$ cat config.mk
export PLATFORM = sky130hd
export DESIGN_NAME = ring_tx_serializer
export DESIGN_NICKNAME = d
export VERILOG_FILES = /design/src/rtl/ring_pkg.sv /design/src/rtl/ring_crc8.sv /design/src/rtl/ring_tx_serializer.sv
export SDC_FILE = /design/constraint.sdc
export NUM_CORES = 1
export LEC_CHECK = 0
export CAP_MARGIN = 40
export CELL_PAD_IN_SITES_DETAIL_PLACEMENT = 1
export CELL_PAD_IN_SITES_GLOBAL_PLACEMENT = 2
export CORE_MARGIN = 2
export CORE_UTILIZATION = 36
export CTS_BUF_LIST = sky130_fd_sc_hd__clkbuf_16
export CTS_CLUSTER_SIZE = 14
export DETAILED_ROUTE_END_ITERATION = 12
export GPL_ROUTABILITY_DRIVEN = 1
export PLACE_DENSITY = 0.83
export SETUP_SLACK_MARGIN = 0.15
export SYNTH_ARGS = -nofsm -noshare
export SYNTH_HDL_FRONTEND = slang
export SYNTH_SLANG_ARGS = --single-unit
$ cat constraint.sdc
create_clock -name Clk_R -period 5.05 [get_ports Clk_R]
set_input_delay 1.2625 -clock Clk_R [delete_from_list [all_inputs] [get_ports Clk_R]]
set_output_delay 1.2625 -clock Clk_R [all_outputs]
set_load 0.03 [all_outputs]
$ cat src/rtl/ring_pkg.sv
// Shared definitions for the token-ring link (transmit and receive sides).
//  - Frame type codes carried in the 3-bit type field.
//  - HDR_W: header length in bits (type + dest + source).
//  - CRC_POLY: CRC-8 generator polynomial x^8+x^2+x+1.
//  - ring_state_t: framing FSM encoding, identical on both link ends.
package ring_pkg;

    localparam logic [2:0] TOKEN  = 3'b111;
    localparam logic [2:0] ACK    = 3'b000;
    localparam logic [2:0] NACK   = 3'b011;
    localparam logic [2:0] DATA_C = 3'b010;
    localparam logic [2:0] DATA_3 = 3'b001;

    localparam int unsigned HDR_W    = 11;
    localparam logic [7:0]  CRC_POLY = 8'h07;

    typedef enum logic [2:0] {
        StIdle,
        StStart,
        StHeader,
        StPayload,
        StCheck,
        StStop
    } ring_state_t;

    function automatic logic type_is_legal(input logic [2:0] t);
        return !(t inside {3'b100, 3'b101, 3'b110});
    endfunction

    function automatic logic type_is_data(input logic [2:0] t);
        return (t == DATA_C) || (t == DATA_3);
    endfunction

endpackage

$ cat src/rtl/ring_crc8.sv
// Serial CRC-8 engine, MSB-first, polynomial CRC_POLY, init 0x00.
// Ports:
//  Clk_R   in   router clock
//  Rst_n   in   asynchronous active-low reset
//  clr     in   synchronous clear to 0x00 (wins over en)
//  en      in   fold bit_in into the running CRC this cycle
//  bit_in  in   next checked bit
//  crc     out  running CRC value
module ring_crc8
    import ring_pkg::*;
(
    input  logic       Clk_R,
    input  logic       Rst_n,
    input  logic       clr,
    input  logic       en,
    input  logic       bit_in,
    output logic [7:0] crc
);

    logic feedback;

    assign feedback = crc[7] ^ bit_in;

    always_ff @(posedge Clk_R or negedge Rst_n) begin
        if (!Rst_n) begin
            crc <= 8'h00;
        end else if (clr) begin
            crc <= 8'h00;
        end else if (en) begin
            crc <= {crc[6:0], 1'b0} ^ (feedback ? CRC_POLY : 8'h00);
        end
    end

endmodule

$ cat src/rtl/ring_tx_serializer.sv
// Transmit end of the token-ring link: registers one frame request and shifts it onto the
// ring line MSB first as START | type | dest | NODE_ADDR | payload (data types) | CHECK | STOP,
// each bit held BIT_DIV clocks.
// Build option: TX_CRC8_EN defined -> CHECK is an 8-bit CRC (ring_crc8); otherwise CHECK is a
// single even-parity bit and no CRC logic exists.
// Ports:
//  Clk_R       in   router clock
//  Rst_n       in   asynchronous active-low reset
//  tx_load     in   send request, sampled only while tx_ready=1
//  tx_type     in   frame type (illegal 100/101/110 rejected with tx_err)
//  tx_dest     in   destination node address
//  tx_payload  in   payload for DATA_C/DATA_3
//  tx_ready    out  idle; a load presented now is accepted at the next edge
//  tx_serial   out  ring line, idle high
//  tx_done     out  1-cycle pulse in the final stop-bit cycle
//  tx_err      out  1-cycle pulse after an illegal-type load
module ring_tx_serializer
    import ring_pkg::*;
#(
    parameter logic [3:0]  NODE_ADDR = 4'b0001,
    parameter int unsigned DATA_W    = 32,
    parameter int unsigned BIT_DIV   = 4
) (
    input  logic              Clk_R,
    input  logic              Rst_n,
    input  logic              tx_load,
    input  logic [2:0]        tx_type,
    input  logic [3:0]        tx_dest,
    input  logic [DATA_W-1:0] tx_payload,
    output logic              tx_ready,
    output logic              tx_serial,
    output logic              tx_done,
    output logic              tx_err
);

    localparam int unsigned BAUD_W = $clog2(BIT_DIV);
    // Must also hold the header count when DATA_W is small.
    localparam int unsigned CNT_W  = ($clog2(DATA_W + 1) > 4) ? $clog2(DATA_W + 1) : 4;

    ring_state_t       state;
    logic [BAUD_W-1:0] baud_cnt;
    logic [CNT_W-1:0]  bit_cnt;
    logic [HDR_W-1:0]  hdr_sr;
    logic [DATA_W-1:0] pay_sr;
    logic              is_data;

    logic baud_wrap;
    logic accept;
    logic emit_en;   // a checked (header/payload) bit goes onto the line at this edge
    logic emit_bit;
    logic check_bit; // first CHECK bit

    assign baud_wrap = (baud_cnt == BAUD_W'(BIT_DIV - 1));
    assign accept    = tx_ready & tx_load;

`ifdef TX_CRC8_EN
    logic [7:0] crc;
    logic [7:0] chk_sr;

    ring_crc8 u_crc (
        .Clk_R  (Clk_R),
        .Rst_n  (Rst_n),
        .clr    (accept),
        .en     (emit_en),
        .bit_in (emit_bit),
        .crc    (crc)
    );

    assign check_bit = crc[7];
`else
    logic par;

    assign check_bit = par;
`endif

    always_comb begin
        emit_en  = 1'b0;
        emit_bit = hdr_sr[HDR_W-1];
        if (baud_wrap) begin
            case (state)
                StStart: emit_en = 1'b1;
                StHeader: begin
                    if (bit_cnt != CNT_W'(HDR_W)) begin
                        emit_en = 1'b1;
                    end else if (is_data) begin
                        emit_en  = 1'b1;
                        emit_bit = pay_sr[DATA_W-1];
                    end
                end
                StPayload: begin
                    if (bit_cnt != CNT_W'(DATA_W)) begin
                        emit_en  = 1'b1;
                        emit_bit = pay_sr[DATA_W-1];
                    end
                end
                default: ;
            endcase
        end
    end

    always_ff @(posedge Clk_R or negedge Rst_n) begin
        if (!Rst_n) begin
            state     <= StIdle;
            baud_cnt  <= '0;
            bit_cnt   <= '0;
            hdr_sr    <= '0;
            pay_sr    <= '0;
            is_data   <= 1'b0;
            tx_ready  <= 1'b1;
            tx_serial <= 1'b1;
            tx_done   <= 1'b0;
            tx_err    <= 1'b0;
`ifdef TX_CRC8_EN
            chk_sr    <= '0;
`else
            par       <= 1'b0;
`endif
        end else begin
            tx_done <= 1'b0;
            tx_err  <= 1'b0;
`ifndef TX_CRC8_EN
            if (emit_en) par <= par ^ emit_bit;
`endif
            if (accept) begin
                baud_cnt <= '0;
                if (type_is_legal(tx_type)) begin
                    state     <= StStart;
                    tx_serial <= 1'b0;
                    tx_ready  <= 1'b0;
                    bit_cnt   <= '0;
                    hdr_sr    <= {tx_type, tx_dest, NODE_ADDR};
                    pay_sr    <= tx_payload;
                    is_data   <= type_is_data(tx_type);
`ifndef TX_CRC8_EN
                    par       <= 1'b0;
`endif
                end else begin
                    state     <= StIdle;
                    tx_serial <= 1'b1;
                    tx_err    <= 1'b1;
                end
            end else if (state != StIdle) begin
                baud_cnt <= baud_wrap ? '0 : baud_cnt + 1'b1;
                case (state)
                    StStart: begin
                        if (baud_wrap) begin
                            state     <= StHeader;
                            tx_serial <= emit_bit;
                            hdr_sr    <= {hdr_sr[HDR_W-2:0], 1'b0};
                            bit_cnt   <= CNT_W'(1);
                        end
                    end
                    StHeader: begin
                        if (baud_wrap) begin
                            if (bit_cnt != CNT_W'(HDR_W)) begin
                                tx_serial <= emit_bit;
                                hdr_sr    <= {hdr_sr[HDR_W-2:0], 1'b0};
                                bit_cnt   <= bit_cnt + 1'b1;
                            end else if (is_data) begin
                                state     <= StPayload;
                                tx_serial <= emit_bit;
                                pay_sr    <= {pay_sr[DATA_W-2:0], 1'b0};
                                bit_cnt   <= CNT_W'(1);
                            end else begin
                                state     <= StCheck;
                                tx_serial <= check_bit;
                                bit_cnt   <= CNT_W'(1);
`ifdef TX_CRC8_EN
                                chk_sr    <= {crc[6:0], 1'b0};
`endif
                            end
                        end
                    end
                    StPayload: begin
                        if (baud_wrap) begin
                            if (bit_cnt != CNT_W'(DATA_W)) begin
                                tx_serial <= emit_bit;
                                pay_sr    <= {pay_sr[DATA_W-2:0], 1'b0};
                                bit_cnt   <= bit_cnt + 1'b1;
                            end else begin
                                state     <= StCheck;
                                tx_serial <= check_bit;
                                bit_cnt   <= CNT_W'(1);
`ifdef TX_CRC8_EN
                                chk_sr    <= {crc[6:0], 1'b0};
`endif
                            end
                        end
                    end
                    StCheck: begin
                        if (baud_wrap) begin
`ifdef TX_CRC8_EN
                            if (bit_cnt != CNT_W'(8)) begin
                                tx_serial <= chk_sr[7];
                                chk_sr    <= {chk_sr[6:0], 1'b0};
                                bit_cnt   <= bit_cnt + 1'b1;
                            end else begin
                                state     <= StStop;
                                tx_serial <= 1'b1;
                            end
`else
                            state     <= StStop;
                            tx_serial <= 1'b1;
`endif
                        end
                    end
                    StStop: begin
                        // Ready during the last stop cycle so a new start bit can follow
                        // the stop bit with no idle gap.
                        if (baud_cnt == BAUD_W'(BIT_DIV - 2)) begin
                            tx_ready <= 1'b1;
                            tx_done  <= 1'b1;
                        end
                        if (baud_wrap) state <= StIdle;
                    end
                    default: ;
                endcase
            end
        end
    end

endmodule

==> results.txt <==
----------------------------------------------------
[Outcome]
  Outcome ... completed

[Finish]
  Post-layout utilization of the core ... 47.0%
  Total area of multi-input combinational cells ... 1590 µm²
  Leading cell types in the layout, fill and taps excluded ... sky130_fd_sc_hd__nand2_1, sky130_fd_sc_hd__dfrtp_1, sky130_fd_sc_hd__clkdlybuf4s50_1
  Proportion of layout cells with a drive suffix above 1 ... 15.1%
  Synth-to-layout area growth ... 27.0%
  Post-layout net count ... 444
  Number of diodes added for antenna fixing ... 0
  Filler cells ... 1011
  Leading cell type in the layout, fill and taps excluded ... sky130_fd_sc_hd__nand2_1
  Register Area ... around 1500 µm²

[Pwr]
  Static power due to leakage ... about 1.9 nW
  Final Power ... 2.15 mW
  Power per Cell Area ... 525 nW/µm²
  IR Drop Worst-Case VDD ... 0.000184 V

[Yosys]
  Primary FF master, synth ... sky130_fd_sc_hd__dfrtp_1
  Post-synthesis register bit count ... 60
  Share of synthesized registers carrying an async set or reset ... 100%
  Average size of a mapped cell ... 9.12 µm²
  Fraction of the mapped netlist area in compound gates ... 11.3%
  Combinational family with the most area after synthesis ... simple AND/OR/NAND/NOR gates
  Synth warn ... 0
  Synthesized netlist net count ... 400
  Distinct cell type count of the synthesized netlist ... between 40 and 50
  Portion of the post-synthesis area used by sequential elements ... 46.6%
  Number of instances in the synthesized netlist ... about 350
  Share of synthesized area spent on multiplexers ... 13.0%
  Fraction of synthesized cell area in xor and xnor cells ... 0.271%
  Area fraction in and, or, nand and nor cells after synthesis ... 23.2%
  Number of enable flip-flop cells after synthesis ... 0
  Post-synthesis cell area ... 3230 µm²
  Adder-cell area share of the yosys netlist ... under 10%

[Critical path]
  Data arrival time at the worst-slack endpoint ... between 3 and 4 ns
  Path type of the worst setup path ... input port to flip-flop
  Nature of the critical path startpoint ... input port
  Critical Path Sink Type ... flip-flop
  Max Fanout on Critical Path ... 21
  Required time of the critical path ... 5.25 ns

[Routing]
  Wire length on met1 ... 3.69 mm
  Count of antenna-violating nets left after detailed routing ... 0
  Number of vias per cell after detailed routing ... 5.11
  Routed wirelength normalized by instance count ... between 10 and 15 µm
  Initial detailed-routing violation count ... 67
  Detailed-route via count ... about 2.6k
  Wire length reported by the detailed router ... ~7.6 mm
  Total length of routed met2 wires ... about 3.5 mm
  Count of unresolved DRC violations after routing ... 0
  Number of search-and-repair iterations in the first detailed-routing pass ... 4
  Top routing layer in use ... met4
  Met3 wirelength from detailed routing ... 260 µm

[Floorplanning]
  Number of primary I/O pins ... 46
  Initial cell density of the core ... around 37%
  Number of placement rows ... 34
  Die outline area ... 9740 µm²
  Horiz. Die Dim ... 98.7 µm
  Die height ... 98.7 µm
  Floorplan Core Area ... approximately 8700 µm²

[Clock network]
  Bufs on Longest Clock Path ... 2
  Clock-pin slew on the worst setup and hold paths ... 0.05 ns
  Number of CTS-inserted buffers ... 9
  Post-CTS Setup Bufs ... 0
  TritonCTS clock tree ... yes
  Number of hold buffers added after CTS ... 0
  Max H-tree Level ... 3
  Worst-skew pair later-pin latency ... 0.32 ns
  Post_cts resized ... 0
  CTS Sinks ... 60
  CTS root buf ... sky130_fd_sc_hd__clkbuf_16

[STA]
  Setup_tns ... 0 ns
  Post-route minimum period ... roughly 3.6 ns
  Unrepaired setup endpoints after global routing ... false
  Final Hold Violating Endpoints ... 0
  Fin crit share ... 71.1%
  Worst-margin pin slew ... 0.780 ns
  Hold Slack ... 0.471 ns
  Fmax ... 278 MHz
  Worst clock skew on the final layout ... 0.00361 ns
  Relative max-transition margin ... 47.9%
  Final number of setup-violating endpoints ... 0
  Final Max Slew Viols ... 0

[Worst hold path]
  Class of the tightest hold or removal check ... flip-flop to flip-flop

[Job]
  Maximum Capacitance Violations ... 0

[Global routing]
  Remaining global-route overflow ... 0
  Antenna violations before repair ... 0
  Global-route wire length before repair ... 13.1 mm
  Pin count of the biggest net entering global routing ... 61
  Vias in the first global route ... 2678
  Tot GR Track Use ... 16.7%

[Place]
  Port bufs ... 45
  Placer Congestion ... 0.834
  Half-perimeter wire length after detailed placement ... 5.12 mm

----------------------------------------------------
-- routing by layer --
metal  track usage (%)  vias to the layer above
li1                  -                     1296
met1              23.2                     1263
met2              26.1                       40
met3              2.62                       10
met4              6.64                        0
met5                 0                        -
-- cell usage after synthesis (2+ instances only) --
library cell	number	area (µm²)
sky130_fd_sc_hd__a31o_2	2	17.5
sky130_fd_sc_hd__buf_1	4	15.0
sky130_fd_sc_hd__a21o_1	3	22.5
sky130_fd_sc_hd__nor3b_1	3	22.5
sky130_fd_sc_hd__nand3b_1	3	22.5
sky130_fd_sc_hd__inv_1	10	37.5
sky130_fd_sc_hd__mux2_1	2	22.5
sky130_fd_sc_hd__mux2_2	29	327
sky130_fd_sc_hd__a21oi_1	8	40.0
sky130_fd_sc_hd__nor2_1	13	48.8
sky130_fd_sc_hd__buf_2	3	15.0
sky130_fd_sc_hd__nor3_1	7	35.0
sky130_fd_sc_hd__o21ai_0	25	125
sky130_fd_sc_hd__buf_6	3	33.8
sky130_fd_sc_hd__clkbuf_1	8	30.0
sky130_fd_sc_hd__nor2b_1	2	12.5
sky130_fd_sc_hd__mux2i_1	7	70.1
sky130_fd_sc_hd__nand2_1	117	439
sky130_fd_sc_hd__and3b_1	2	17.5
sky130_fd_sc_hd__and3_1	3	18.8
sky130_fd_sc_hd__nand3_1	5	25.0
sky130_fd_sc_hd__nand2b_1	4	25.0
sky130_fd_sc_hd__nor4_1	3	18.8
sky130_fd_sc_hd__dfstp_2	2	52.6
sky130_fd_sc_hd__dfrtp_1	58	1450
sky130_fd_sc_hd__ha_1	4	50.1
sky130_fd_sc_hd__o31ai_1	2	15.0
-- stage by stage --
stage,std cells,area [µm²],setup WS (ns)
2_1_floorplan,354,3230,2.37
3_3_place_gp,495,3760,1.15
3_5_place_dp,495,3760,1.07
4_1_cts,511,4100,1.40
5_1_grt,511,4100,1.25
6_report,511,4100,1.46
-- cells by family (layout without fill, tap and decap cells) --
family	Yosys count	after routing
muxes	38	38
DFF	60	60
xor gates and xnor gates	1	1
AOI/OAI and AO/OA	54	54
adders and majority gates	4	4
buffers and inverters	28	77
and+or+nand+nor	169	169
-- report_power, final --
part | total [mW] | internal, mW | switching (mW)
clock | 0.696 | 0.479 | 0.216
combinational | 0.659 | 0.315 | 0.344
sequential | 0.795 | 0.665 | 0.130
-- critical path: stages --
cell                              delay (ns)
sky130_fd_sc_hd__clkdlybuf4s50_1        0.54
sky130_fd_sc_hd__and2_1                 0.58
sky130_fd_sc_hd__a21oi_1                0.16
sky130_fd_sc_hd__nor3_4                 0.47
sky130_fd_sc_hd__buf_4                  0.38
sky130_fd_sc_hd__mux2_2                 0.37
-- path summary, 6_finish.rpt --
check                      cells past startpoint  slack, ns       start          to
min in group asynchronous                      2       1.11       Rst_n   pay_sr[6]
max reg2reg                                    8       2.31  bit_cnt[0]  pay_sr[30]
min                                            2       0.47   hdr_sr[5]   hdr_sr[5]
min reg2reg                                    2       0.47   hdr_sr[5]   hdr_sr[5]
max in group asynchronous                      2       3.42       Rst_n   check_bit
max                                            6       1.46     tx_load  pay_sr[30]
-- sequential cells by signal (all words and copies together) (netlist names) --
signal and count:
check_bit 1, is_data 1, baud_cnt 2, state 3, bit_cnt 6, tx_serial 1
hdr_sr 11, tx_err 1, pay_sr 32, tx_ready 1, tx_done 1
-- cell type report --
type | count | area share, %
Clock buffer | 9 | 5.49
Clock inverter | 7 | 2.81
Inverter | 10 | 0.916
Multi-Input combinational cell | 266 | 38.8
Sequential cell | 60 | 36.7
Tap cell | 108 | 3.30
Timing Repair Buffer | 51 | 12.0
Power figures use the tool's default switching activity.
